### config.mk
export PLATFORM = sky130hd
export DESIGN_NAME = mux_16
export DESIGN_NICKNAME = d
export VERILOG_FILES = /design/src/rtl/mux_16.sv
export SDC_FILE = /design/constraint.sdc
export NUM_CORES = 1
export LEC_CHECK = 0
export ABC_CLOCK_PERIOD_IN_PS = 800
export CAP_MARGIN = 10
export CORE_ASPECT_RATIO = 1.4
export CORE_UTILIZATION = 26
export CTS_BUF_LIST = sky130_fd_sc_hd__clkbuf_2 sky130_fd_sc_hd__clkbuf_4 sky130_fd_sc_hd__clkbuf_8
export CTS_CLUSTER_SIZE = 8
export DETAILED_ROUTE_END_ITERATION = 12
export HOLD_SLACK_MARGIN = 0.1
export PLACE_DENSITY = 0.78
export SYNTH_ARGS = -nofsm -noshare
export SYNTH_HDL_FRONTEND = slang
export SYNTH_SLANG_ARGS = --single-unit
### constraint.sdc
create_clock -name clk -period 0.8 [get_ports clk]
set_input_delay 0.12 -clock clk [delete_from_list [all_inputs] [get_ports clk]]
set_output_delay 0.12 -clock clk [all_outputs]
set_load 0.005 [all_outputs]
### src/rtl/mux_16.sv
// Two-way word selector built bit-by-bit from NAND-derived gates,
// with a registered copy of the selected word for downstream timing.
module mux_16 #(
    parameter int WIDTH = 16
) (
    input  logic [WIDTH-1:0] a,
    input  logic [WIDTH-1:0] b,
    input  logic             sel,
    output logic [WIDTH-1:0] out,
    input  logic             clk,
    input  logic             rst_n,
    output logic [WIDTH-1:0] out_q
);

    function automatic logic nand_g(input logic x, input logic y);
        return ~(x & y);
    endfunction

    function automatic logic not_g(input logic x);
        return nand_g(x, x);
    endfunction

    function automatic logic and_g(input logic x, input logic y);
        return not_g(nand_g(x, y));
    endfunction

    function automatic logic or_g(input logic x, input logic y);
        return nand_g(not_g(x), not_g(y));
    endfunction

    logic             sel_n;
    logic [WIDTH-1:0] out_d;

    assign sel_n = not_g(sel);

    // Each bit is an independent AND-OR select; no logic crosses bit lanes.
    for (genvar i = 0; i < WIDTH; i++) begin : g_bit
        assign out[i] = or_g(and_g(a[i], sel_n), and_g(b[i], sel));
    end

    always_comb begin
        out_d = out;
    end

    always_ff @(posedge clk or negedge rst_n) begin
        if (!rst_n) begin
            out_q <= '0;
        end else begin
            out_q <= out_d;
        end
    end

endmodule

==> results <==
- For this configuration, the core starts out at a cell density of 0.275.
- Across the run, the number of max-cap violations was 0.
- The floorplan has 21 rows.
- The post-detailed-route count of antenna-violating nets is 0.
- The met2 layer usage reported by global route is 0.269.
- The remaining global-route overflow is 0.
- The largest registers in the layout are out_q (16).
- The worst-case clock buffer depth is 2.
- After detailed routing, the average wire length per cell comes to between 10 and 15 µm.
- After detailed routing, the number of remaining DRC violations is 0.
- The global-route total usage across every layer is 0.140.
- The largest register by flop count is out_q.
- The wire length of the first global-routing pass is 2.70 mm.
- At the end of the flow, the number of nets in the layout was roughly 150.
- The via count of the routed design is around 580.
- The number of global-route vias before repair is 609.
- The minimum hold slack is 0.153 ns.
- The via count normalized by instance count is about 4.4.
- The final weighted congestion in routability-driven placement is between 0.6 and 0.7.
- The CTS tree is built.
- The synthesis warning total is 0.
- The final instance count without filler cells is around 130.
- Static timing analysis puts the maximum clock frequency at around 1100 MHz.
- The maximum fanout along the worst path is 6.
- Of the total synthesized cell area, the portion taken by XOR and XNOR cells is 0.
- Dividing the final minimum period by the clock period gives 1.14.
- The register with the most flip-flops in the layout has 16 of them.
- The share of cell area taken by muxes after synthesis is 0.335.
- In the final layout, the share of cells above drive strength 1 is 0.559.
- Synthesis inferred 16 register bits.
- After detailed routing, the total wire length is ~1.8 mm.
- The kind of capture point of the worst setup path is a primary output.
- The tightest min-delay check is of the input pin to async pin type.
- In the layout the commonest cells are 32 x sky130_fd_sc_hd__dlygate4sd2_1, 17 x sky130_fd_sc_hd__buf_6, 16 x sky130_fd_sc_hd__mux2_4, 16 x sky130_fd_sc_hd__dfrtp_1, 16 x sky130_fd_sc_hd__buf_2.
- The final reports fail on setup timing.
- The number of distinct library cells after synthesis is 5.
- For this run, the register share of the synthesized area comes to 0.617.
- The flow ran to the end, but the final reports show violations.
- The time the worst path needs with I/O delays and setup is about 0.91 ns.
- Of the total synthesized cell area, the portion taken by AND, OR, NAND and NOR gates is 0.
- At the pin with the least slew margin, the transition time is roughly 0.11 ns.
- Once placement completed, the tool counted placed cells totaling approximately 130.
- The repair_antennas step left the layout with diodes totalling 0.
- The max-slew violation count is 0.
- After layout, the worst setup slack is -0.112 ns.
- From synthesis to final layout, the design area changed by 112%.
- The global routing's busiest layer is met2.
- At the worst endpoint, the arrival time is a little under 0.8 ns.
- The number of antenna violations at the first check in global routing is 0.
- The die span in x is between 40 and 50 µm.
- The die span in y is a little over 60 µm.
- The number of sinks on the clock net is 16.
- The total area inside the core boundary comes to 2360 µm².
- The worst supply voltage drop on vdd is 0.772 mV.
- The library cell used most frequently in the layout, excluding fill and tap cells, is sky130_fd_sc_hd__dlygate4sd2_1.
- The number of hold violations in the final report is 0.
- The number of buffers inserted by port buffering is 66.
- The clock transition at the register clock pins on the worst setup and hold paths after CTS is ~0.090 ns.
- A synthesized cell averages around 19 µm².
- The setup-violating endpoint count in the final report is 32.
- The compound-gate portion of the synthesized area is 0.
- At the worst endpoint, the required time is between 0.6 and 0.7 ns.
- The worst setup path category is input pin to primary output.
- The power per standard cell area is ~1300 nW/µm².
- The post-synthesis cell area is 649 µm².
- Entering global routing, the biggest net connects 9 pins.
- The startpoint type of the worst setup path is an input pin.
- The full die area is approximately 2700 µm².
- For this run, the share of the core covered by cells in the final layout is 0.581.
- The met1 demand-to-capacity share in global routing is 0.152.
- For met3 alone, demand over resource in global routing was 0.0205.
- The total half-perimeter wirelength after legalization and detailed placement is 1.43 mm.
- The clock root buffer master is sky130_fd_sc_hd__clkbuf_4.
- The normalized max-slew margin is 0.928.
- The adder-cell share of the synthesized area is 0.
- The H-tree depth is 1.
- The post-synth net total is roughly 70.
- The number of instances in the synthesized netlist is 34.
- The combinational family with the most area after synthesis is multiplexers.
- Setup repair after global routing could not meet its margin everywhere.
- between 60 and 70 I/O pins were placed.
- The leakage power summed over all cells is around 0.73 nW.
- The number of buffers created by CTS is 3.
- The iteration count of the initial detailed-routing pass is 5.
- The hold buffer count at cts is 0.
- After the first detailed-routing iteration, the DRC count stood at 4.
[routing by layer]
layer	vias up	part of all wire
met4	0	0
li1	272	-
met2	40	0.57
met1	272	0.34
met5	-	0
met3	0	0.089
[area by class of cell]
type | count | area [µm²]
multi-input cells | 16 | 240
fillers | 227 | 991
flip-flops and latches | 16 | 400
clock buffers | 3 | 22.5
repair buffers | 76 | 682
well taps | 23 | 28.8
[final timing paths]
kind                             end   from  slack [ns]  cells after the start
worst max-delay path          out[3]    sel       -0.11                      4
worst min-delay path        out_q[3]  rst_n        0.15                      2
max in group asynchronous  out_q[13]  rst_n        0.52                      2
min in group clk           out_q[15]  a[15]        0.21                      2
[cell usage after synthesis (all sizes together)]
cell | instances | area, µm²
buf | 2 | 31.3
dfrtp | 16 | 400
mux2 | 16 | 218
[what timing repair did]
action,4_1_cts,5_1_grt
gates cloned,1,0
resized for setup,191,0
buffers inserted,4,1
setup endpoints to repair,48,32
[report_power, final]
part / internal (W) / switching (W)
Sequential: 0.000868 / 0.0000122
Clock: 0.000174 / 0.000220
Combinational: 0.000394 / 0.000178
Total: 0.00144 / 0.000411
[cells by family after synthesis]
kind of cell / Yosys count
multiplexers: 16
flip-flops: 16
buffers and inverters: 2
[metrics by stage]
step / setup WS, ns / area, µm² / power (W) / TNS, ns
detailed placement: -0.964 / 1350 / 0.00150 / -24.06
global route: -0.127 / 1370 / 0.00197 / -3.75
CTS: -0.119 / 1370 / 0.00188 / -3.13
finish: -0.112 / 1370 / 0.00185 / -2.82
global placement: -0.940 / 1350 / 0.00149 / -23.90
floorplan: 0.000704 / 653 / 0.00106 / 0
[critical path, stage by stage]
cell and delay (ns):
sky130_fd_sc_hd__buf_12 0.11, sky130_fd_sc_hd__buf_12 0.13, sky130_fd_sc_hd__mux2_4 0.31, sky130_fd_sc_hd__buf_6 0.12
(Power assumes the default switching activity.)
